==> src/rtl/shift_rx.sv <==
// shift_rx: serial-to-parallel receiver for the shifter link.
// Rebuilds MSB-first words delimited by an end-of-shift strobe, presents
// them on Q with a valid/ack handshake, and tracks frame alignment.
module shift_rx #(
  parameter int bits = 8
) (
  input  logic            clk,
  input  logic            rst,
  input  logic            en,
  input  logic            sin,
  input  logic            eos,
  input  logic            ack,
  output logic [bits-1:0] Q,
  output logic            valid,
  output logic            sync,
  output logic            ovr,
  output logic            ferr
);

  localparam int CW = $clog2(bits);
  localparam logic [CW-1:0] LAST = CW'(bits - 1);

  // RUN: aligned to frames. HUNT: waiting for an eos to realign.
  typedef enum logic {
    ST_RUN  = 1'b0,
    ST_HUNT = 1'b1
  } state_e;

  state_e          state_q, state_d;
  logic [bits-1:0] sr_q, sr_d;
  logic [CW-1:0]   cnt_q, cnt_d;
  logic [bits-1:0] word_q, word_d;
  logic            valid_q, valid_d;
  logic            ovr_q, ovr_d;
  logic            ferr_q, ferr_d;

  logic [bits-1:0] sr_shifted;
  logic            last_bit;
  logic            word_done;

  assign sr_shifted = {sr_q[bits-2:0], sin};
  assign last_bit   = (cnt_q == LAST);

  // Next-state logic: framing, word capture and the consumer handshake.
  always_comb begin
    // NOTE: every _d starts as its _q so no path leaves a signal unassigned;
    // without these defaults the tool would infer latches.
    state_d   = state_q;
    sr_d      = sr_q;
    cnt_d     = cnt_q;
    word_d    = word_q;
    valid_d   = valid_q;
    ovr_d     = ovr_q;
    ferr_d    = ferr_q;
    word_done = 1'b0;

    if (en) begin
      unique case (state_q)
        ST_RUN: begin
          sr_d = sr_shifted;
          if (eos && last_bit) begin
            // Good word: the last bit goes straight into Q on this edge.
            word_d    = sr_shifted;
            word_done = 1'b1;
            cnt_d     = '0;
          end else if (eos) begin
            // Short frame: drop it, but eos still marks a frame boundary.
            ferr_d = 1'b1;
            cnt_d  = '0;
          end else if (last_bit) begin
            // A full word went by without eos: alignment is lost.
            ferr_d  = 1'b1;
            cnt_d   = '0;
            state_d = ST_HUNT;
          end else begin
            cnt_d = cnt_q + CW'(1);
          end
        end
        ST_HUNT: begin
          // The bit carrying eos closes the unknown frame and is dropped.
          if (eos) begin
            state_d = ST_RUN;
            cnt_d   = '0;
          end
        end
        default: begin
          state_d = ST_HUNT;
          cnt_d   = '0;
        end
      endcase
    end

    // Handshake: a new word always leaves valid set; overwriting an
    // unacknowledged word is an overrun unless it is acked on this edge.
    if (word_done) begin
      valid_d = 1'b1;
      if (valid_q && !ack) begin
        ovr_d = 1'b1;
      end
    end else if (valid_q && ack) begin
      valid_d = 1'b0;
    end
  end

  // State registers with synchronous, highest-priority reset.
  always_ff @(posedge clk) begin
    // NOTE: sequential state uses non-blocking assignments so every flop
    // samples the pre-edge values, independent of statement order.
    if (rst) begin
      state_q <= ST_RUN;
      sr_q    <= '0;
      cnt_q   <= '0;
      word_q  <= '0;
      valid_q <= 1'b0;
      ovr_q   <= 1'b0;
      ferr_q  <= 1'b0;
    end else begin
      state_q <= state_d;
      sr_q    <= sr_d;
      cnt_q   <= cnt_d;
      word_q  <= word_d;
      valid_q <= valid_d;
      ovr_q   <= ovr_d;
      ferr_q  <= ferr_d;
    end
  end

  assign Q     = word_q;
  assign valid = valid_q;
  assign sync  = (state_q == ST_RUN);
  assign ovr   = ovr_q;
  assign ferr  = ferr_q;

endmodule
==> config.mk <==
export PLATFORM = sky130hd
export DESIGN_NAME = shift_rx
export DESIGN_NICKNAME = d
export VERILOG_FILES = /design/src/rtl/shift_rx.sv
export SDC_FILE = /design/constraint.sdc
export NUM_CORES = 1
export LEC_CHECK = 0
export CAP_MARGIN = 15
export CORE_UTILIZATION = 43
export DETAILED_ROUTE_END_ITERATION = 8
export PLACE_DENSITY = 0.79
export SYNTH_ARGS = -nofsm -noshare
export SYNTH_HDL_FRONTEND = slang
export SYNTH_SLANG_ARGS = --single-unit
==> constraint.sdc <==
create_clock -name clk -period 1.45 [get_ports clk]
set_clock_uncertainty 0.2 [all_clocks]
set_input_delay 0.29 -clock clk [delete_from_list [all_inputs] [get_ports clk]]
set_output_delay 0.29 -clock clk [all_outputs]
set_load 0.01 [all_outputs]
==> impl_results.md <==
* Status: finished with violations
* Violated checks: negative setup slack
* Hold_ws at 0.1895 ns
* Layout cells sized above 1 at 0.2769
* Grt ovf at 0
* Multi-input gate area at 456.7 um^2
* Seq cells post-synth at 22
* Yosys warnings at 0
* DR vias/cell at between 4 and 5
* Die H at between 40 and 50 um
* Largest area contributor in the netlist: dfxtp_1
* Vias in the first global route at 679
* IO Port Bufs at 17
* CP Capture Type: register
* Share of the synthesized area in the top cell type at 0.5116
* CTS buffer count at 3
* Initial antenna violation count at 0
* Io pins at 18
* CTS Buffer Depth at 2
* Total Routed Length at 1812 um
* Dpl hpwl at between 1000 and 1500 um
* Worst hold path type: input port to register
* Tot Pwr at around 0.00095 W
* R2R depth at 6
* Global-route wire length before repair at slightly below 3000 um
* Slew at the pin with the worst max-slew slack at approximately 0.28 ns
* Initial DRC Count at 20
* Worst reg-to-reg setup slack at -0.04 ns
* Nets at ~140
* Max_cap viols at 0
* Worst EP arrival at approximately 1.5 ns
* Post-route ant nets at 0
* H-Tree Depth at 1
* Period utilisation layout at 1.025
* Slew HR at 0.8158
* # clock sinks at 22
* Endpoints failing setup at 7
* Reg-to-reg endpoint: ferr
* Post-synth top flop: dfxtp_1
* Row cnt at 15
* Register area share after synthesis at 0.5116
* Fmax at slightly below 700 MHz
* Core area at between 1500 and 2000 um^2
* Synth cell types at 21
* Setup CP Type: register to register
* Clock Latency Late Sink at ~0.29 ns
* Vias at between 700 and 800
* Largest net degree at the start of global routing at 17
* Mapped cell area at about 860 um^2
* GP Congestion at approximately 0.73
* Die footprint at about 2200 um^2
* Worst-path maximum fanout at 2
* Setup total negative slack at -0.1497 ns
* Synthesized area per cell at ~8.4 um^2
* PD cells at 771.3 nW/um^2
* Critical Path Sink: ferr
* Pre-antenna DRT Iters at 3
* Slew Limit Fails at 0
* Final Instance Area at between 1000 and 1500 um^2
* Post-synth top cells: 33 x nand2_1, 22 x dfxtp_1, 21 x a21oi_1
* Clk root buf: clkbuf_4
* Leakage power at approximately 0.54 nW
* VDD IR max at between 0.5 and 0.6 mV
* CTS clk-pin slew, worst paths at around 0.11 ns
* Initial Util at 0.4778
* CP Launch Point: cnt_q[0]
* Worst Path Required at 1.45 ns
* # DRC at 0
* Post-Place Cell Area at between 1000 and 1500 um^2
* Die width at between 40 and 50 um
* RR Startpoint: cnt_q[0]
* # fillers at around 160
* Critical path startpoint category: register
* Syn nets at 111
* CTS tree: done
* Min Tclk post-route at roughly 1.5 ns
* Worst setup margin at -0.03582 ns
* Layout area overhead at 43.75%
* Total global-route track usage at 0.1933
* Asr flop ratio synth at 0
* Final Hold Viols at 0
* # diodes at 0
* Register area at between 400 and 500 um^2
* RSZ-0062 raised after global routing: true
* Count leader, synth: nand2_1
* WL/cell at about 12 um
* Number of enable flip-flop cells after synthesis at 0
* Synth Instances at 102
* Ranking of synthesized cells by area: dfxtp_1 51%, nand2_1 14%, a21oi_1 12%
[cell usage in the layout (no fill, tap or decap), types with 2 or more instances in the layout]
master,Yosys,layout
clkbuf_4,0,3
buf_4,1,11
dlygate4sd2_1,0,9
nand2_2,0,4
a21oi_1,21,14
dfxtp_1,22,19
dfxtp_2,0,2
clkdlybuf4s15_1,0,2
nor2_1,3,3
ha_4,0,2
clkdlybuf4s50_1,0,3
dlymetal6s2s_1,0,2
inv_1,2,2
a21oi_2,0,7
nand2_1,33,28
o21ai_0,3,3
[cell families (layout without fill, tap and decap cells)]
group,Yosys count,after routing,synth area share
buffers and inverters,7,35,0.03779
adder cells (fa/ha/maj),3,3,0.04361
AO/OA/AOI/OAI,26,26,0.1599
AND/OR/NAND/NOR,43,43,0.2369
XOR/XNOR,1,1,0.01018
flip-flops,22,22,0.5116
[how the worst min path moves through the flow]
stage                   end  start  cells after the start
floorplan              Q[1]    rst                      1
global placement       Q[5]   Q[5]                      2
detailed placement     Q[4]   Q[4]                      2
CTS                    Q[4]   Q[4]                      2
global route        state_q    eos                      2
finish              state_q    eos                      2
[cell type report]
cell class,instances,share of cell area
inverter,2,0.006067
clock buffer,3,0.01820
sequential,22,0.3610
timing repair buffer,30,0.2204
multi-input combinational,73,0.3691
tap,25,0.02528
[power by group]
| part | switching [W] | total [W] | internal, W |
|---|---|---|---|
| Combinational | 0.0000384 | 0.0000781 | 0.0000397 |
| Clock | 0.000163 | 0.000259 | 0.0000964 |
| Sequential | 0.00000629 | 0.000617 | 0.000611 |
| Total | 0.000208 | 0.000954 | 0.000747 |
[layer usage]
| metal | global-route usage | share of wire | up-vias |
|---|---|---|---|
| li1 | - | - | 393 |
| met1 | 0.2370 | 0.45 | 363 |
| met2 | 0.3306 | 0.51 | 10 |
| met3 | 0.03462 | 0.024 | 2 |
| met4 | 0.08571 | 0.0099 | 0 |
| met5 | 0 | 0 | - |
[worst max-delay path, stage by stage (launching register included)]
cell	delay, ns
dfxtp_4	0.37
ha_4	0.17
buf_4	0.13
ha_1	0.20
xor2_1	0.15
a21oi_1	0.13
nor2_1	0.05
[through the flow]
step                      instances    util  setup slack (ns)
final                           155  0.6868          -0.03582
after global routing            155  0.6868           -0.1108
after CTS                       154  0.6715          -0.02882
after detailed placement        149  0.6271           -0.3074
after global placement          149  0.6271           -0.2575
after floorplan                 102       -          0.004703
[flip-flops by register name, indices dropped and copies added, names as in the netlist]
signal   cells
valid        1
sr_q         7
ovr          1
ferr         1
Q            8
state_q      1
cnt_q        3
[what timing repair did]
item,in CTS,in global routing
setup endpoints to repair,22,21
resized for setup,27,11
hold buffers,0,0
buffers inserted,2,1
pin swaps,10,5
No activity file was read; power rests on OpenSTA's default activity.
